**config.mk**
```make
export PLATFORM = sky130hd
export DESIGN_NAME = float_sub_iter
export DESIGN_NICKNAME = d
export VERILOG_FILES = /design/src/rtl/float_pkg.sv /design/src/rtl/float_unpack.sv /design/src/rtl/float_sub_iter.sv
export SDC_FILE = /design/constraint.sdc
export NUM_CORES = 1
export LEC_CHECK = 0
export CORE_UTILIZATION = 57
export DETAILED_ROUTE_END_ITERATION = 10
export GPL_ROUTABILITY_DRIVEN = 1
export HOLD_SLACK_MARGIN = 0.03
export PLACE_DENSITY = 0.8
export SYNTH_ARGS = -nofsm -noshare
export SYNTH_HDL_FRONTEND = slang
export SYNTH_SLANG_ARGS = --single-unit
```
**constraint.sdc**
```tcl
create_clock -name clk -period 8 [get_ports clk]
set_input_delay 0.8 -clock clk [delete_from_list [all_inputs] [get_ports clk]]
set_output_delay 0.8 -clock clk [all_outputs]
set_load 0.05 [all_outputs]
```
**src/rtl/float_pkg.sv**
```systemverilog
// Shared half-precision constants, FSM state type and helpers
// for the iterative FP subtractor.
package float_pkg;

  localparam int FW   = 16;
  localparam int MW   = 10;
  localparam int EW   = 5;
  localparam int BIAS = 15;
  localparam int GRS  = 3;
  localparam int SW   = MW + 1 + GRS;

  localparam logic [5:0] EXP_INF = 6'(2 * BIAS + 1);

  localparam logic [FW-1:0] QNAN = 16'h7E00;
  localparam logic [FW-1:0] PINF = 16'h7C00;
  localparam logic [FW-1:0] NINF = 16'hFC00;

  typedef enum logic [2:0] {
    S_IDLE,
    S_ALIGN,
    S_ADD,
    S_NORM,
    S_ROUND,
    S_DONE
  } state_t;

  function automatic logic [FW-1:0] inf_of(input logic s);
    return s ? NINF : PINF;
  endfunction

endpackage

```
**src/rtl/float_unpack.sv**
```systemverilog
// Combinational half-precision classifier: sign, effective
// exponent, significand with hidden bit, and operand class.
module float_unpack
  import float_pkg::*;
(
  input  logic [FW-1:0] f_i,
  output logic          sign_o,
  output logic [EW-1:0] exp_o,
  output logic [MW:0]   sig_o,
  output logic          is_zero_o,
  output logic          is_sub_o,
  output logic          is_inf_o,
  output logic          is_nan_o
);

  logic [EW-1:0] e;
  logic [MW-1:0] m;
  logic          e_zero;
  logic          e_max;
  logic          m_zero;

  assign e      = f_i[FW-2:MW];
  assign m      = f_i[MW-1:0];
  assign e_zero = (e == '0);
  assign e_max  = &e;
  assign m_zero = (m == '0);

  // Subnormals share exponent 1 with the smallest normals.
  assign sign_o    = f_i[FW-1];
  assign exp_o     = e_zero ? EW'(1) : e;
  assign sig_o     = {~e_zero, m};
  assign is_zero_o = e_zero & m_zero;
  assign is_sub_o  = e_zero & ~m_zero;
  assign is_inf_o  = e_max & m_zero;
  assign is_nan_o  = e_max & ~m_zero;

endmodule

```
**src/rtl/float_sub_iter.sv**
```systemverilog
// Iterative half-precision subtractor: one alignment or
// normalization bit per cycle behind a valid/ready handshake.
module float_sub_iter
  import float_pkg::*;
(
  input  logic          clk,
  input  logic          rst,
  input  logic          in_valid,
  output logic          in_ready,
  input  logic [FW-1:0] float_a,
  input  logic [FW-1:0] float_b,
  output logic          out_valid,
  input  logic          out_ready,
  output logic [FW-1:0] res
);

  logic          a_s, a_z, a_sub, a_inf, a_nan;
  logic          b_s, b_z, b_sub, b_inf, b_nan;
  logic [EW-1:0] a_e, b_e;
  logic [MW:0]   a_m, b_m;
  logic          unused_cls;

  float_unpack u_unpack_a (
    .f_i       (float_a),
    .sign_o    (a_s),
    .exp_o     (a_e),
    .sig_o     (a_m),
    .is_zero_o (a_z),
    .is_sub_o  (a_sub),
    .is_inf_o  (a_inf),
    .is_nan_o  (a_nan)
  );

  float_unpack u_unpack_b (
    .f_i       ({~float_b[FW-1], float_b[FW-2:0]}),
    .sign_o    (b_s),
    .exp_o     (b_e),
    .sig_o     (b_m),
    .is_zero_o (b_z),
    .is_sub_o  (b_sub),
    .is_inf_o  (b_inf),
    .is_nan_o  (b_nan)
  );

  assign unused_cls = a_z ^ a_sub ^ b_z ^ b_sub;

  state_t          state_q, state_d;
  logic            sign_q, sign_d;
  logic            sub_q, sub_d;
  logic [5:0]      exp_q, exp_d;
  logic [SW-1:0]   man_q, man_d;
  logic [SW-1:0]   sm_q, sm_d;
  logic [3:0]      cnt_q, cnt_d;
  logic [FW-1:0]   res_q, res_d;

  logic            a_ge;
  logic [EW-1:0]   e_big, e_sm, diff;
  logic [MW:0]     m_big, m_sm;
  logic [3:0]      shamt;
  logic            special;
  logic [FW-1:0]   spec_res;

  assign a_ge  = {a_e, a_m} >= {b_e, b_m};
  assign e_big = a_ge ? a_e : b_e;
  assign e_sm  = a_ge ? b_e : a_e;
  assign m_big = a_ge ? a_m : b_m;
  assign m_sm  = a_ge ? b_m : a_m;
  assign diff  = e_big - e_sm;
  assign shamt = (diff > 5'd13) ? 4'd13 : diff[3:0];

  assign special = a_nan | b_nan | a_inf | b_inf;

  always_comb begin
    spec_res = QNAN;
    if (a_nan || b_nan)
      spec_res = QNAN;
    else if (a_inf && b_inf)
      spec_res = (a_s == b_s) ? inf_of(a_s) : QNAN;
    else if (a_inf)
      spec_res = inf_of(a_s);
    else
      spec_res = inf_of(b_s);
  end

  logic [SW:0]   sum_w;
  logic [SW-1:0] add_man, norm_man;
  logic [5:0]    add_exp, norm_exp;

  assign sum_w = sub_q ? ({1'b0, man_q} - {1'b0, sm_q})
                       : ({1'b0, man_q} + {1'b0, sm_q});
  assign add_man = sum_w[SW]
                 ? {sum_w[SW:2], sum_w[1] | sum_w[0]}
                 : sum_w[SW-1:0];
  assign add_exp  = exp_q + {5'd0, sum_w[SW]};
  assign norm_man = {man_q[SW-2:0], 1'b0};
  assign norm_exp = exp_q - 6'd1;

  // Round-to-nearest-even on the low G/R/S bits.
  logic          up;
  logic [MW+1:0] rsig;
  logic [5:0]    r_exp;
  logic [MW-1:0] r_frac;
  logic          r_hid;
  logic [FW-1:0] rnd_res;

  assign up     = man_q[2] & (man_q[1] | man_q[0] | man_q[3]);
  assign rsig   = {1'b0, man_q[SW-1:GRS]} + {11'd0, up};
  assign r_exp  = exp_q + {5'd0, rsig[MW+1]};
  assign r_frac = rsig[MW+1] ? rsig[MW:1] : rsig[MW-1:0];
  assign r_hid  = rsig[MW+1] | rsig[MW];

  always_comb begin
    rnd_res = '0;
    if (man_q == '0)
      rnd_res = sub_q ? '0 : {sign_q, 15'd0};
    else if (r_exp >= EXP_INF)
      rnd_res = inf_of(sign_q);
    else
      rnd_res = {sign_q, r_hid ? r_exp[EW-1:0] : 5'd0, r_frac};
  end

  function automatic logic need_norm(
    input logic [SW-1:0] m,
    input logic [5:0]    e
  );
    return (m != '0) && !m[SW-1] && (e > 6'd1);
  endfunction

  always_comb begin
    state_d = state_q;
    sign_d  = sign_q;
    sub_d   = sub_q;
    exp_d   = exp_q;
    man_d   = man_q;
    sm_d    = sm_q;
    cnt_d   = cnt_q;
    res_d   = res_q;
    unique case (state_q)
      S_IDLE: begin
        if (in_valid) begin
          sign_d = a_ge ? a_s : b_s;
          sub_d  = a_s ^ b_s;
          exp_d  = {1'b0, e_big};
          man_d  = {m_big, 3'b000};
          sm_d   = {m_sm, 3'b000};
          cnt_d  = shamt;
          if (special) begin
            res_d   = spec_res;
            state_d = S_DONE;
          end else begin
            state_d = (shamt != 4'd0) ? S_ALIGN : S_ADD;
          end
        end
      end
      S_ALIGN: begin
        sm_d  = {1'b0, sm_q[SW-1:2], sm_q[1] | sm_q[0]};
        cnt_d = cnt_q - 4'd1;
        if (cnt_q == 4'd1)
          state_d = S_ADD;
      end
      S_ADD: begin
        man_d   = add_man;
        exp_d   = add_exp;
        state_d = need_norm(add_man, add_exp) ? S_NORM : S_ROUND;
      end
      S_NORM: begin
        man_d   = norm_man;
        exp_d   = norm_exp;
        state_d = need_norm(norm_man, norm_exp) ? S_NORM : S_ROUND;
      end
      S_ROUND: begin
        res_d   = rnd_res;
        state_d = S_DONE;
      end
      S_DONE: begin
        if (out_ready)
          state_d = S_IDLE;
      end
      default: state_d = S_IDLE;
    endcase
  end

  always_ff @(posedge clk) begin
    if (rst) begin
      state_q <= S_IDLE;
      sign_q  <= 1'b0;
      sub_q   <= 1'b0;
      exp_q   <= '0;
      man_q   <= '0;
      sm_q    <= '0;
      cnt_q   <= '0;
      res_q   <= '0;
    end else begin
      state_q <= state_d;
      sign_q  <= sign_d;
      sub_q   <= sub_d;
      exp_q   <= exp_d;
      man_q   <= man_d;
      sm_q    <= sm_d;
      cnt_q   <= cnt_d;
      res_q   <= res_d;
    end
  end

  assign in_ready  = (state_q == S_IDLE);
  assign out_valid = (state_q == S_DONE);
  assign res       = res_q;

endmodule

```
After elaboration in Yosys (flattened, before gate mapping)
Cells that the tools add are included.

storage, ports and cells
  register bits after elaboration = 59
  output and inout port bits = 18
  word-level logic and storage cells = 119

cells by class
  add/subtract/negate cells = 8
  magnitude comparators = 5
  equal/unequal tests = 11
  multiplexer cells = 41
  bitwise logic cells = 19
  reductions and logical operators = 27

operators by type and width
  operator              number
  $mux W16              12
  $mux W14              3
  $pmux W14 S3          1
  $pmux W16 S2          1
  $pmux W14 S2          1
  $reduce_bool A14 Y1   2
  $mux W5               5
  $mux W11              2
  $logic_not A10 Y1     2
  $mux W3               6
  $pmux W3 S6           1
  $pmux W6 S3           1
  $ge A16 B16 Y1        1
  $add A14 B14 Y15      1
  $mux W15              1
  $sub A14 B14 Y15      1
  $logic_not A14 Y1     1
  $add A11 B1 Y12       1
  $add A6 B1 Y6         2
  $gt A6 B1 Y1 const B  2
  $logic_not A5 Y1      2
  $mux W10              1
  $reduce_and A5 Y1     2
  $mux W4               2
  29 further kinds      57

Logic depth before layout (Yosys ltp)
Gate-level depths: netlist of run 1.

  depth in word-level cells = 12
  depth in mapped cells = 25

Cells and area by module
Synthesis of run 1 repeated with hierarchy kept, for this count alone.

second synthesis, totals
  cells, all modules = 860
  area total of the unflattened synthesis = 5,989.5 um2

modules (own cells, without submodules)
  module          instances  cells an instance  area an instance (um2)
  float_sub_iter  1          798                5,626.6
  float_unpack    2          31                 181.4

Least setup slack after synthesis of run 1
OpenSTA, ideal clock, no wires.

  kind = register to register
  start = register sm_q[0]
  end = register state_q[0]
  library setup time = 0.122 ns
  arrival time = 4.760 ns
  data required time = 7.878 ns
  path slack = 3.118 ns
  cell stages (with the launch flop) = 23
  buffers on the path = 1
  clock period less this slack = 4.882 ns
  path through = dfxtp_1 -> inv_1 -> ha_1 -> or3b_2 -> nor4_1 -> a21oi_1 -> xnor2_1 -> ha_1 -> o311a_1 -> a311o_1 -> a21oi_1 -> xnor2_1 -> buf_2 -> inv_1 -> ha_1 -> ha_1 -> o21ai_0 -> a22oi_1 -> nor3_1 -> nor2_1 -> nand4_1 -> o21ai_1 -> a311o_1

on the way
  cells in the longest elaborated chain, start to end = 9
  elaborated cells on any way between the ends = 13

ends and longest elaborated chain
  element                                                                line                                        source
  start: declaration                                                     float_sub_iter.sv:52                        logic [SW-1:0] sm_q, sm_d;
  start signal: assignment                                               float_sub_iter.sv:199                       sm_q <= sm_d;
  $add A14 B14 Y15 / $sub A14 B14 Y15 (equally long branches)            float_sub_iter.sv:90, float_sub_iter.sv:89
  $mux W15 (*)                                                           float_sub_iter.sv:89                        assign sum_w = sub_q ? ({1'b0, man_q} - {1'b0, sm_q})
  parallel branches: the longest is 4 deep, another holds $add A6 B1 Y6  --
  $logic_and A1 B1 Y1 (*)                                                float_sub_iter.sv:126                       return (m != '0) && !m[SW-1] && (e > 6'd1);
  $mux W3 (*)                                                            float_sub_iter.sv:164                       state_d = need_norm(add_man, add_exp) ? S_NORM : S_ROUND;
  $pmux W3 S6 (*)                                                        float_sub_iter.sv:138                       unique case (state_q)
  end signal: assignment                                                 float_sub_iter.sv:194                       state_q <= state_d;
  end: declaration                                                       float_sub_iter.sv:47                        state_t state_q, state_d;

Mark *: on every way between the ends.
A chain may end at the register's enable or synchronous reset.

Final worst setup path of run 1
Same ends and word-level chain as after synthesis.

==> flow_summary_export.csv, run 1 <==
group,metric,value,unit
global_route,grt_util_all_layers,32.7,%
global_route,grt_pass1_wl,25900,um
setup_path,cp_slowest_cell,"or3b_2",
cts,clock_path_buffers,2,
job,drv_cap,0,
power_and_ir_drop,pwr-share-seq,20.2,%
setup_path,crit_path_frequent_cell,"ha_1",
global_route,grt_max_degree,57,
synthesis,synth_cells,788,
sta,tns,0,ns
synthesis,avgSynthCellArea,7.05,um2
sta,max_clock_freq,0.197,GHz
worst_hold_path,min_path_type,"register to register",
power_and_ir_drop,vdd_drop_max,0.177,mV
detailed_routing,ant_nets,0,
global_route,use_met2,54.7,%
worst_hold_path,hold_end,"res[0]",
power_and_ir_drop,power_density,378,nW/um2
synthesis,synthArstFlopShare,0,%
setup_path,max_stage_delay,0.48,ns
cts,cts_hold_buf,0,
layout,diodes,0,
sta,final.setup_skew,0.0107,ns
layout,syn_to_final_growth,13.9,%
detailed_routing,wire_per_inst,17.2,um
floorplan,die_y,101,um
cts,cts_sinks,59,
global_route,grt.met1_usage,41.8,%
sta,layout_setup_ws,2.93,ns
place,placed_cell_area,6110,um2
floorplan,coreArea,9330,um2
sta,finalSetupViolCount,0,
sta,tightest_slew,1.07,ns
setup_path,reg2reg_slack,2.93,ns
global_route,antenna_found_initial,0,
global_route,use_met3,3.74,%
setup_path,required,8.23,ns
sta,rsz0062_at_grt,"no",
setup_path,worstPathArrival,5.30,ns
power_and_ir_drop,comb_power_share,66.4,%
detailed_routing,num_vias,6005,
global_route,overflow,0,
place,pre_cts_slack,2.68,ns
sta,max-slew-margin-rel,28.4,%
sta,fin_crit,5.07,ns
layout,regArea,1180,um2
synthesis,syn_nets,868,
worst_hold_path,min_from,"res[0]",
detailed_routing,avgViaCountPerCell,6.35,
power_and_ir_drop,power.share.clock,13.3,%
synthesis,synth-edff-count,0,
power_and_ir_drop,p_sw_share,50.4,%
cts,cts_tree,"built",
floorplan,row_count,35,
setup_path,startpoint_type,"register",
sta,hold_violations,0,
cts,clockRootBuffer,"clkbuf_8",
synthesis,synth-seq-area-share,21.2,%
detailed_routing,drtIter0Drc,374,
power_and_ir_drop,p_leak,2.55,nW
setup_path,cp_max_fo,5,
setup_path,crit_chain,"inv_1 > ha_1 > or3b_2 > nor4_1 > a21oi_1 > xnor2_1 > ha_1 > o311a_1 > a311o_1 > a21oi_1 > xnor2_2 > inv_1 > ha_1 > ha_1 > o21ai_0 > a22oi_1 > nor3_1 > nor2_1 > nand4_1 > o21ai_1 > a311o_1",
cts,htree_levels,3,
detailed_routing,routed_wl,16200,um
setup_path,r2r_end,"state_q[0]",
setup_path,r2r_start,"sm_q[0]",
detailed_routing,dr.pass1.iters,9,
detailed_routing,drc_errors,1,
sta,maxSlewViolCount,0,
cts,clk_pin_slew,0.07,ns
layout,n_fill_cell,843,
floorplan,die-area,10200,um2
cts,cts-resized-gates,0,
cts,numCtsBuffers,9,
setup_path,crit_path_end_kind,"register",
floorplan,initial_core_util,59.6,%
synthesis,syn-cell-area,5560,um2
layout,drive_above_1_share,4.65,%
synthesis,yosys.cell_types.count,64,
floorplan,io_pins,54,
synthesis,synth-seq-cells,59,
worst_hold_path,whs_path_depth,2,
synthesis,synth_ff_type,"dfxtp_1",
sta,fin_crit_sh,63.4,%
power_and_ir_drop,switchingPower,1.21,mW
layout,final_area,6330,um2
cts,postCtsSetupBuffers,0,
place,hpwlAfterDp,12200,um
place,port_buffers,53,
outcome,violations,"design-rule violations",
global_route,grt_pass1_vias,5415,
setup_path,r2r_cells,21,
place,gp_congestion,0.989,
synthesis,yosysWarningCount,0,
cts,clk_latency,0.35,ns
setup_path,critical_path_class,"register to register",
floorplan,die_w,101,um
global_route,top_usage_layer,"met2",
layout,multiInputGateArea,4040,um2
layout,postLayoutCoreUtil,67.9,%
layout,layout.nets,892,
outcome,outcome,"finished with violations",
power_and_ir_drop,intPower,1.19,mW
area by class of cell:
class,count,area share (%)
clock inverter,4,1.15
sequential,59,18.6
clock buffer,12,2.45
inverter,44,2.61
tap,129,2.55
multi-input combinational,641,63.8
timing repair buffer,57,8.77
stage by stage:
step | hold WS [ns] | cells | power, mW
3_5_place_dp | 0.479 | 930 | 2.02
5_1_grt | 0.523 | 946 | 2.57
6_report | 0.492 | 946 | 2.39
2_1_floorplan | 0.457 | 788 | 1.67
4_1_cts | 0.493 | 946 | 2.35
3_3_place_gp | 0.465 | 930 | 1.98
power by group through the flow:
| stage | logic, mW | clock network, mW | registers, mW |
|---|---|---|---|
| after floorplan | 1.23 | 0 | 0.441 |
| after global placement | 1.50 | 0 | 0.478 |
| after detailed placement | 1.54 | 0 | 0.483 |
| after CTS | 1.55 | 0.318 | 0.478 |
| after global routing | 1.74 | 0.331 | 0.495 |
| final | 1.59 | 0.319 | 0.484 |
cell families (layout without fill, tap and decap cells):
logic type	after synthesis	in the layout	synth area share (%)
simple gates	316	316	27.1
mux	21	21	3.83
fa+ha+maj	44	44	10.0
buf+inv	88	117	6.17
flops	59	59	21.2
compound gates	219	219	25.1
xor+xnor	41	41	6.46
cell usage in the layout (no fill, tap or decap), types with 19 or more instances in the layout:
cell / synthesis / layout
nand3_1: 23 / 23
xnor2_1: 24 / 23
ha_1: 43 / 43
dfxtp_1: 59 / 59
nor3_1: 25 / 25
mux2i_1: 19 / 19
inv_1: 44 / 44
nand2_1: 88 / 88
nor2_1: 97 / 97
o21ai_0: 34 / 33
clkdlybuf4s50_1: 0 / 52
a21oi_1: 93 / 93
critical path: cells and delay by family, from the launching register on:
| family | cells | cell delay, ns |
|---|---|---|
| simple gates | 5 | 1.27 |
| xor+xnor | 2 | 0.34 |
| flops | 1 | 0.37 |
| fa+ha+maj | 4 | 0.98 |
| buf+inv | 2 | 0.17 |
| compound gates | 8 | 1.82 |
layer usage:
metal  share of wire [%]  routed length (um)
met4                 3.3                 534
met1                  44                7170
met3                 6.0                 973
met5                   0                   0
met2                  47                7560
sequential cells by signal (all words and copies together), names as in the netlist:
signal   flops
res         16
man_q       14
sub_q        1
state_q      3
sign_q       1
cnt_q        4
sm_q        14
exp_q        6
worst max path at each step:
stage / start / end / slack [ns] / cells after the start
floorplan: sm_q[0] / state_q[0] / 3.12 / 22
global placement: float_b[11] / state_q[0] / 2.86 / 14
detailed placement: float_b[11] / state_q[0] / 2.68 / 14
CTS: float_b[11] / state_q[0] / 3.04 / 14
global route: sm_q[0] / state_q[0] / 2.65 / 21
finish: sm_q[0] / state_q[0] / 2.93 / 21
synthesized netlist by cell type (all sizes together) (9+ instances only):
library cell,count,area share (%)
nor2,97,6.5
a21oi,93,8.4
nand2,89,6.1
dfxtp,59,21
inv,44,3.0
ha,43,9.7
clkbuf,40,2.7
o21ai,35,3.2
nor3,26,2.4
xnor2,24,3.8
nand3,23,2.1
mux2i,19,3.4
nor4,17,2.2
xor2,17,2.7
a221oi,13,2.2
nand2b,11,1.4
nand4,11,1.2
a31oi,10,1.1
a22oi,9,1.2
(Power assumes the default switching activity.)
==> run 2: changes to the inputs <==
Settings changed: CORE_UTILIZATION 57 to 53, PLACE_DENSITY 0.8 to 0.78.
Clock period 8 ns to 4.23 ns, I/O delays scaled along.
==> flow_summary_export.csv, run 2 (synthesis results as in run 1) <==
group,metric,value,unit
layout,drive_above_1_share,14.4,%
sta,layout_setup_ws,-0.00683,ns
worst_hold_path,min_from,"sm_q[13]",
job,drv_cap,0,
power_and_ir_drop,switchingPower,2.40,mW
floorplan,die_w,104,um
setup_path,crit_path_frequent_cell,"buf_4",
cts,clk_latency,0.35,ns
layout,regArea,1190,um2
layout,layout_commonest_cell,"nor2_1",
global_route,grt_pass1_wl,27800,um
sta,maxSlewViolCount,0,
global_route,grt_util_all_layers,31.3,%
sta,finalSetupViolCount,1,
sta,max-slew-margin-rel,28.3,%
power_and_ir_drop,p_leak,2.91,nW
setup_path,cp_max_fo,5,
setup_path,worstPathArrival,4.47,ns
floorplan,die_y,104,um
sta,fin_crit,4.24,ns
setup_path,critPathLaunch,"sm_q[1]",
detailed_routing,drc_errors,0,
setup_path,max_stage_delay,0.54,ns
detailed_routing,routed_wl,17000,um
floorplan,initial_core_util,54.3,%
setup_path,required,4.47,ns
sta,final.setup_skew,0.00562,ns
power_and_ir_drop,vdd_drop_max,0.365,mV
setup_path,crit_chain,"inv_2 > ha_4 > buf_4 > nor3b_2 > nor2_1 > xnor2_1 > ha_1 > a21o_1 > buf_4 > o32a_1 > or3b_2 > nand3_1 > nand4_1 > a2111oi_1 > buf_4 > o21ai_2 > a311o_1",
cts,numCtsBuffers,9,
layout,multiInputGateArea,4170,um2
cts,clock_path_buffers,2,
setup_path,r2r_cells,17,
floorplan,row_count,37,
setup_path,r2r_start,"sm_q[1]",
power_and_ir_drop,power_density,702,nW/um2
global_route,overflow,0,
cts,clockRootBuffer,"clkbuf_8",
place,placed_cell_area,6690,um2
power_and_ir_drop,comb_power_share,71.1,%
layout,n_fill_cell,861,
detailed_routing,ant_nets,0,
sta,fin_crit_sh,100,%
place,port_buffers,53,
power_and_ir_drop,pwr-share-seq,17.9,%
place,pre_cts_slack,-0.275,ns
setup_path,endpoint,"state_q[0]",
setup_path,r2r_end,"state_q[0]",
worst_hold_path,min_path_type,"register to register",
sta,tightest_slew,1.08,ns
detailed_routing,wire_per_inst,16.7,um
global_route,grt_max_degree,57,
floorplan,die-area,10900,um2
cts,cts_tree,"built",
sta,hold_violations,0,
power_and_ir_drop,intPower,2.49,mW
setup_path,reg2reg_slack,-0.007,ns
layout,final_cells,1021,
cts,cts_sinks,59,
sta,tns,-0.00683,ns
sta,rsz0062_at_grt,"yes",
global_route,antenna_found_initial,0,
setup_path,cp_slowest_cell,"a2111oi_1",
outcome,outcome,"finished with violations",
setup_path,crit_path_end_kind,"register",
setup_path,critical_path_class,"register to register",
detailed_routing,dr.pass1.iters,5,
outcome,violations,"negative setup slack",
power_and_ir_drop,p_sw_share,49.1,%
place,gp_congestion,0.927,
detailed_routing,num_vias,6327,
layout,diodes,0,
floorplan,coreArea,10200,um2
cts,htree_levels,3,
global_route,grt_pass1_vias,5955,
layout,syn_to_final_growth,25.4,%
layout,final_area,6970,um2
layout,most-common-layout-cells,"nor2_1, a21oi_1, nand2_1",
place,hpwlAfterDp,13100,um
floorplan,io_pins,54,
detailed_routing,avgViaCountPerCell,6.20,
power_and_ir_drop,power.share.clock,11.0,%
place,placedCellCount,1006,
layout,largest_reg_flops,16,
layout,layout.nets,962,
detailed_routing,drtIter0Drc,572,
cts,clk_pin_slew,0.07,ns
setup_path,startpoint_type,"register",
sta,max_clock_freq,0.236,GHz
-- run 2: layout make-up --
| type | count | share of cell area [%] |
|---|---|---|
| repair buffers | 127 | 15.5 |
| clock buffers | 12 | 2.37 |
| clock inverters | 2 | 0.502 |
| flip-flops and latches | 59 | 17.0 |
| well taps | 136 | 2.44 |
| inverters | 44 | 2.40 |
| multi-input cells | 641 | 59.8 |
-- run 2: per-layer routing --
metal  part of all wire (%)  track usage [%]  vias to the layer above
met5                      0                0                        -
met4                    2.3             12.7                        0
met3                    6.5             3.63                       39
met2                     49             53.8                      279
met1                     42             39.5                     2974
li1                       -                -                     3035
-- run 2: repair_timing --
action                                  4_1_cts  5_1_grt
hold buffers                                  0        0
endpoints found under the setup margin        3        9
gates resized for setup                       8       11
pin swaps                                     0        4
setup buffers                                 0        1
-- run 2: critical path: cells and delay by family, from the launching register on --
family	cells	cell delay (ns)
and+or+nand+nor	5	1.06
adders and majority gates	2	0.45
buffers and inverters	4	0.54
DFF	1	0.38
AOI/OAI and AO/OA	5	1.52
xor gates and xnor gates	1	0.18
-- run 2: power by group through the flow --
stage | logic [mW] | clock network (mW) | registers [mW]
after global placement | 3.21 | 0 | 0.866
after detailed placement | 3.33 | 0 | 0.877
after global routing | 3.78 | 0.561 | 0.894
final | 3.48 | 0.539 | 0.874
after CTS | 3.39 | 0.541 | 0.866
after floorplan | 2.43 | 0 | 0.837
-- run 2: how the worst min path moves through the flow --
stage | endpoint | depth (start not counted)
after floorplan | sm_q[13] | 2
after global placement | res[1] | 2
after detailed placement | sm_q[13] | 2
after CTS | sm_q[13] | 2
after global routing | sm_q[13] | 2
final | sm_q[13] | 2
-- run 2: per-stage QoR --
step | total power [mW] | hold WS (ns) | utilization, %
after floorplan | 3.27 | 0.457 | -
after global placement | 4.08 | 0.465 | 65.4
after detailed placement | 4.21 | 0.480 | 65.4
after CTS | 4.80 | 0.489 | 67.6
after global routing | 5.24 | 0.519 | 68.2
final | 4.89 | 0.490 | 68.2
